`src/rtl/shift_reg_universal_param.sv`:
```
`default_nettype none
// ============================================================================
// shift_reg_universal_param : universal shift register with WIDTH-shift burst FSM
// Revision 1.0
// ============================================================================
module shift_reg_universal_param #(
  parameter int               WIDTH   = 8,
  parameter logic [WIDTH-1:0] RST_VAL = {WIDTH{1'b0}}
) (
  input  logic                         clk,
  input  logic                         rst,
  input  logic                         en,
  input  logic [2:0]                   mode,
  input  logic                         start,
  input  logic                         si_r,
  input  logic                         si_l,
  input  logic [WIDTH-1:0]             pi,
  output logic [WIDTH-1:0]             po,
  output logic                         so_r,
  output logic                         so_l,
  output logic                         busy,
  output logic                         done,
  output logic [$clog2(WIDTH+1)-1:0]   count
);

  localparam int c_CW = $clog2(WIDTH + 1);

  localparam logic [1:0] c_S_IDLE = 2'd0;
  localparam logic [1:0] c_S_RUN  = 2'd1;
  localparam logic [1:0] c_S_DONE = 2'd2;

  localparam logic [2:0] c_OP_HOLD = 3'b000;
  localparam logic [2:0] c_OP_SHR  = 3'b001;
  localparam logic [2:0] c_OP_SHL  = 3'b010;
  localparam logic [2:0] c_OP_LOAD = 3'b011;
  localparam logic [2:0] c_OP_ROR  = 3'b100;
  localparam logic [2:0] c_OP_ROL  = 3'b101;
  localparam logic [2:0] c_OP_ASR  = 3'b110;

  localparam logic [c_CW-1:0] c_LAST = c_CW'(WIDTH - 1);
  localparam logic [c_CW-1:0] c_ONE  = c_CW'(1);

  logic [1:0]       r_state;
  logic [1:0]       w_state_nxt;
  logic [2:0]       r_op;
  logic [WIDTH-1:0] r_po;
  logic [c_CW-1:0]  r_count;
  logic             w_burst_ok;
  logic             w_accept;
  logic             w_last;
  logic [WIDTH-1:0] w_manual_po;
  logic [WIDTH-1:0] w_burst_po;

  function automatic logic [WIDTH-1:0] apply_op(
    input logic [2:0]       op,
    input logic [WIDTH-1:0] cur,
    input logic             sr,
    input logic             sl,
    input logic [WIDTH-1:0] pin
  );
    logic [WIDTH-1:0] res;
    res = cur;
    case (op)
      c_OP_SHR:  res = {sr, cur[WIDTH-1:1]};
      c_OP_SHL:  res = {cur[WIDTH-2:0], sl};
      c_OP_LOAD: res = pin;
      c_OP_ROR:  res = {cur[0], cur[WIDTH-1:1]};
      c_OP_ROL:  res = {cur[WIDTH-2:0], cur[WIDTH-1]};
      c_OP_ASR:  res = {cur[WIDTH-1], cur[WIDTH-1:1]};
      default:   res = cur;
    endcase
    return res;
  endfunction

  // Only true shift/rotate ops can run as a burst; hold, load and reserved cannot.
  always_comb begin
    w_burst_ok = 1'b0;
    case (mode)
      c_OP_SHR, c_OP_SHL, c_OP_ROR, c_OP_ROL, c_OP_ASR: w_burst_ok = 1'b1;
      default:                                          w_burst_ok = 1'b0;
    endcase
  end

  assign w_accept    = (r_state == c_S_IDLE) && start && w_burst_ok;
  assign w_last      = (r_count == c_LAST);
  assign w_manual_po = apply_op(mode, r_po, si_r, si_l, pi);
  assign w_burst_po  = apply_op(r_op, r_po, si_r, si_l, pi);

  // State register
  always_ff @(posedge clk) begin
    if (rst) begin
      r_state <= c_S_IDLE;
    end else begin
      r_state <= w_state_nxt;
    end
  end

  // Next-state logic
  always_comb begin
    w_state_nxt = r_state;
    case (r_state)
      c_S_IDLE: if (w_accept) w_state_nxt = c_S_RUN;
      c_S_RUN:  if (w_last)   w_state_nxt = c_S_DONE;
      c_S_DONE: w_state_nxt = c_S_IDLE;
      default:  w_state_nxt = c_S_IDLE;
    endcase
  end

  // Output decode
  always_comb begin
    busy = 1'b0;
    done = 1'b0;
    case (r_state)
      c_S_RUN:  busy = 1'b1;
      c_S_DONE: done = 1'b1;
      default: begin
        busy = 1'b0;
        done = 1'b0;
      end
    endcase
  end

  // Datapath: burst activity outranks start acceptance, which outranks en/mode.
  always_ff @(posedge clk) begin
    if (rst) begin
      r_po    <= RST_VAL;
      r_count <= '0;
      r_op    <= c_OP_HOLD;
    end else begin
      case (r_state)
        c_S_RUN: begin
          r_po    <= w_burst_po;
          r_count <= r_count + c_ONE;
        end
        c_S_IDLE: begin
          if (w_accept) begin
            r_op    <= mode;
            r_count <= '0;
          end else if (en) begin
            r_po <= w_manual_po;
          end
        end
        default: begin
          r_po <= r_po;
        end
      endcase
    end
  end

  assign po    = r_po;
  assign so_r  = r_po[0];
  assign so_l  = r_po[WIDTH-1];
  assign count = r_count;

endmodule
`default_nettype wire

```
`config.mk`:
```
export PLATFORM = sky130hd
export DESIGN_NAME = shift_reg_universal_param
export DESIGN_NICKNAME = d
export VERILOG_FILES = /design/src/rtl/shift_reg_universal_param.sv
export SDC_FILE = /design/constraint.sdc
export NUM_CORES = 1
export LEC_CHECK = 0
export CORE_ASPECT_RATIO = 0.75
export CORE_MARGIN = 8
export CORE_UTILIZATION = 30
export DETAILED_ROUTE_END_ITERATION = 7
export GPL_ROUTABILITY_DRIVEN = 0
export SETUP_SLACK_MARGIN = 0.15
export SLEW_MARGIN = 40
export SYNTH_ARGS = -nofsm -noshare
export SYNTH_HDL_FRONTEND = slang
export SYNTH_SLANG_ARGS = --single-unit
```
`constraint.sdc`:
```
create_clock -name clk -period 2.9 [get_ports clk]
set_clock_uncertainty 0.2 [all_clocks]
set_input_delay 0.435 -clock clk [delete_from_list [all_inputs] [get_ports clk]]
set_output_delay 0.435 -clock clk [all_outputs]
set_load 0.05 [all_outputs]
```
==> reports/qor.txt <==
status: completed
Hold Vio Cnt, Final: 0
H-tree depth: 1
largest net degree at the start of global routing: 21
Worst slew margin: 49.7%
pre-CTS setup slack: 0.244 ns
design area: 1880 um2
Placeable Area: 4900 um2
total negative setup slack: 0 ns
antenna violations before repair: 0
Finished Core Util: 38.4%
synth warn: 0
CP required: 2.27 ns
Synth Flop Type: dfxtp_1
die area: 7630 um2
die height: 77.7 um
total wire length: 4470 um
Unique masters post-synth: 55
non-filler cells, final: 272
final setup fails: 0
Vias per Instance: 5.60
setup bufs post-CTS: 0
post-placement cell count: 268
highest clock rate: 0.405 GHz
Clk Tree Root Cell: clkbuf_8
TritonCTS Buffers: 3
Crit. End Element: output pin
Filler cells: 517
total number of vias: 1,523
flops & latches, synth: 17
nets: 231
global-route wire length before repair: 7470 um
RSZ-0062 raised after global routing: no
Clock Path Buffers: 2
DP Area: 1840 um2
WHS: 0.298 ns
Pwr per Cell Area: 386 nW/um2
CTS-repair resized insts: 0
Max-Cap Viols: 0
DRC viols: 0
Tmin final: 2.47 ns
Synth Cell Area: 1520 um2
std cell rows: 22
antenna-violating nets left: 0
register area: 340 um2
GRT overflow: 0
hold path depth: 1
worst min path class: register to register
Worst-path clk slew: 0.07 ns
CTS Sinks: 17
CTS Hold Bufs: 0
ratio of cells with drive above 1 in the final layout: 12.3%
crit path max fanout: 8
reg2reg path depth: 4
Worst Tran Pin Value: 0.749 ns
Layout area overhead: 23.8%
Syn Nets: 202
Critical Path Max Stage Delay: 0.82 ns
EDFF count, synth: 0
leakage: 0.657 nW
post-synthesis sequential area ratio: 22.4%
CP Class: register to output pin
initial core utilization: 31.1%
overall routing resource usage: 11.7%
final worst slack: 0.430 ns
peak supply drop: 216 uV
drt pass-1 iters: 4
DR iter-0 viols: 156
WP data arrival: 1.84 ns
share of flip-flops with an asynchronous set or reset: 0%
multi-input gate area in the final layout: 1020 um2
Final Slew Violations: 0
antenna diode count: 0
crit path launch type: register
CP max stage cell: clkdlybuf4s50_1
CTS tree: done
Final HPWL DP: 3410 um
Pwr Total: 0.728 mW
WL per Instance: 16.4 um
worst skew pair latency: 0.25 ns
I/O pins: 33
cell breakdown of the critical path: inv_1 > nor2_1 > clkdlybuf4s50_1
vias in the first global route: 1,488
cell count after synthesis: 184
syn_area_per_cell: 8.27 um2
Port-buffer cells: 32
fin crit share: 85.2%
die width: 98.2 um
-- Yosys cell counts (all sizes together) (3+ instances only) --
library cell / n / area, um2
nor2: 12 / 52.6
o21ai: 7 / 35.0
a32o: 5 / 50.1
buf: 11 / 93.8
inv: 4 / 15.0
nand2: 22 / 82.6
nor3: 6 / 30.0
nand3: 6 / 30.0
a21oi: 8 / 40.0
mux2i: 11 / 110
mux2: 3 / 37.5
nand4: 5 / 31.3
dfxtp: 17 / 340
a221oi: 10 / 87.6
nor2b: 7 / 58.8
nand2b: 3 / 18.8
clkbuf: 6 / 53.8
a211o: 5 / 45.0
-- layout make-up --
class	count	share of cell area, %
clock inverters	1	0.266
flip-flops and latches	17	18.1
multi-input cells	146	54.1
inverters	4	0.797
clock buffers	3	2.19
repair buffers	41	20.6
well taps	60	3.99
-- worst paths after layout --
| check | from | end | slack (ns) |
|---|---|---|---|
| worst max-delay path | r_state[0] | busy | 0.43 |
| worst min-delay path | count[3] | r_state[1] | 0.30 |
| worst max register to register | r_op[1] | po[3] | 0.78 |
| worst min register to register | count[3] | r_state[1] | 0.30 |
-- flip-flops by register name (all words and copies together), names as in the netlist --
name / cells
po: 8
count: 4
r_op: 3
r_state: 2
-- critical path, delay by kind of cell (launching register included) --
family | cells | cell delay (ns)
DFF | 1 | 0.50
buffers and inverters | 2 | 0.94
and+or+nand+nor | 1 | 0.14
-- kinds of logic after synthesis --
kind of cell	Yosys count	synth area share [%]
xor gates and xnor gates	2	1.15
DFF	17	22.4
buffers and inverters	21	10.7
and+or+nand+nor	71	25.6
AOI/OAI and AO/OA	58	29.7
adders and majority gates	1	0.822
muxes	14	9.70
-- layout by cell type (no fill, tap or decap), drive strengths merged, types with 4 or more instances in the layout --
cell type and instances:
clkdlybuf4s50 32, nand2 22, dfxtp 17, nor2 12, mux2i 11, a221oi 10, buf 9, a21oi 8
o21ai 7, nor2b 7, nand3 6, nor3 6, nand4 5, a32o 5, a211o 5, inv 4
-- report_power, final --
part	leakage (nW)	switching [mW]	internal, mW
registers	0.138	0.0326	0.247
logic	0.493	0.151	0.116
clock network	0.0255	0.0852	0.0954
-- routing by layer --
layer	vias to the layer above	routed length, um	global-route usage [%]
met5	-	0	0
met4	0	38	2.14
met3	4	333	3.48
met2	55	1870	16.9
met1	704	2230	16.7
li1	760	-	-
(Power assumes the default switching activity.)
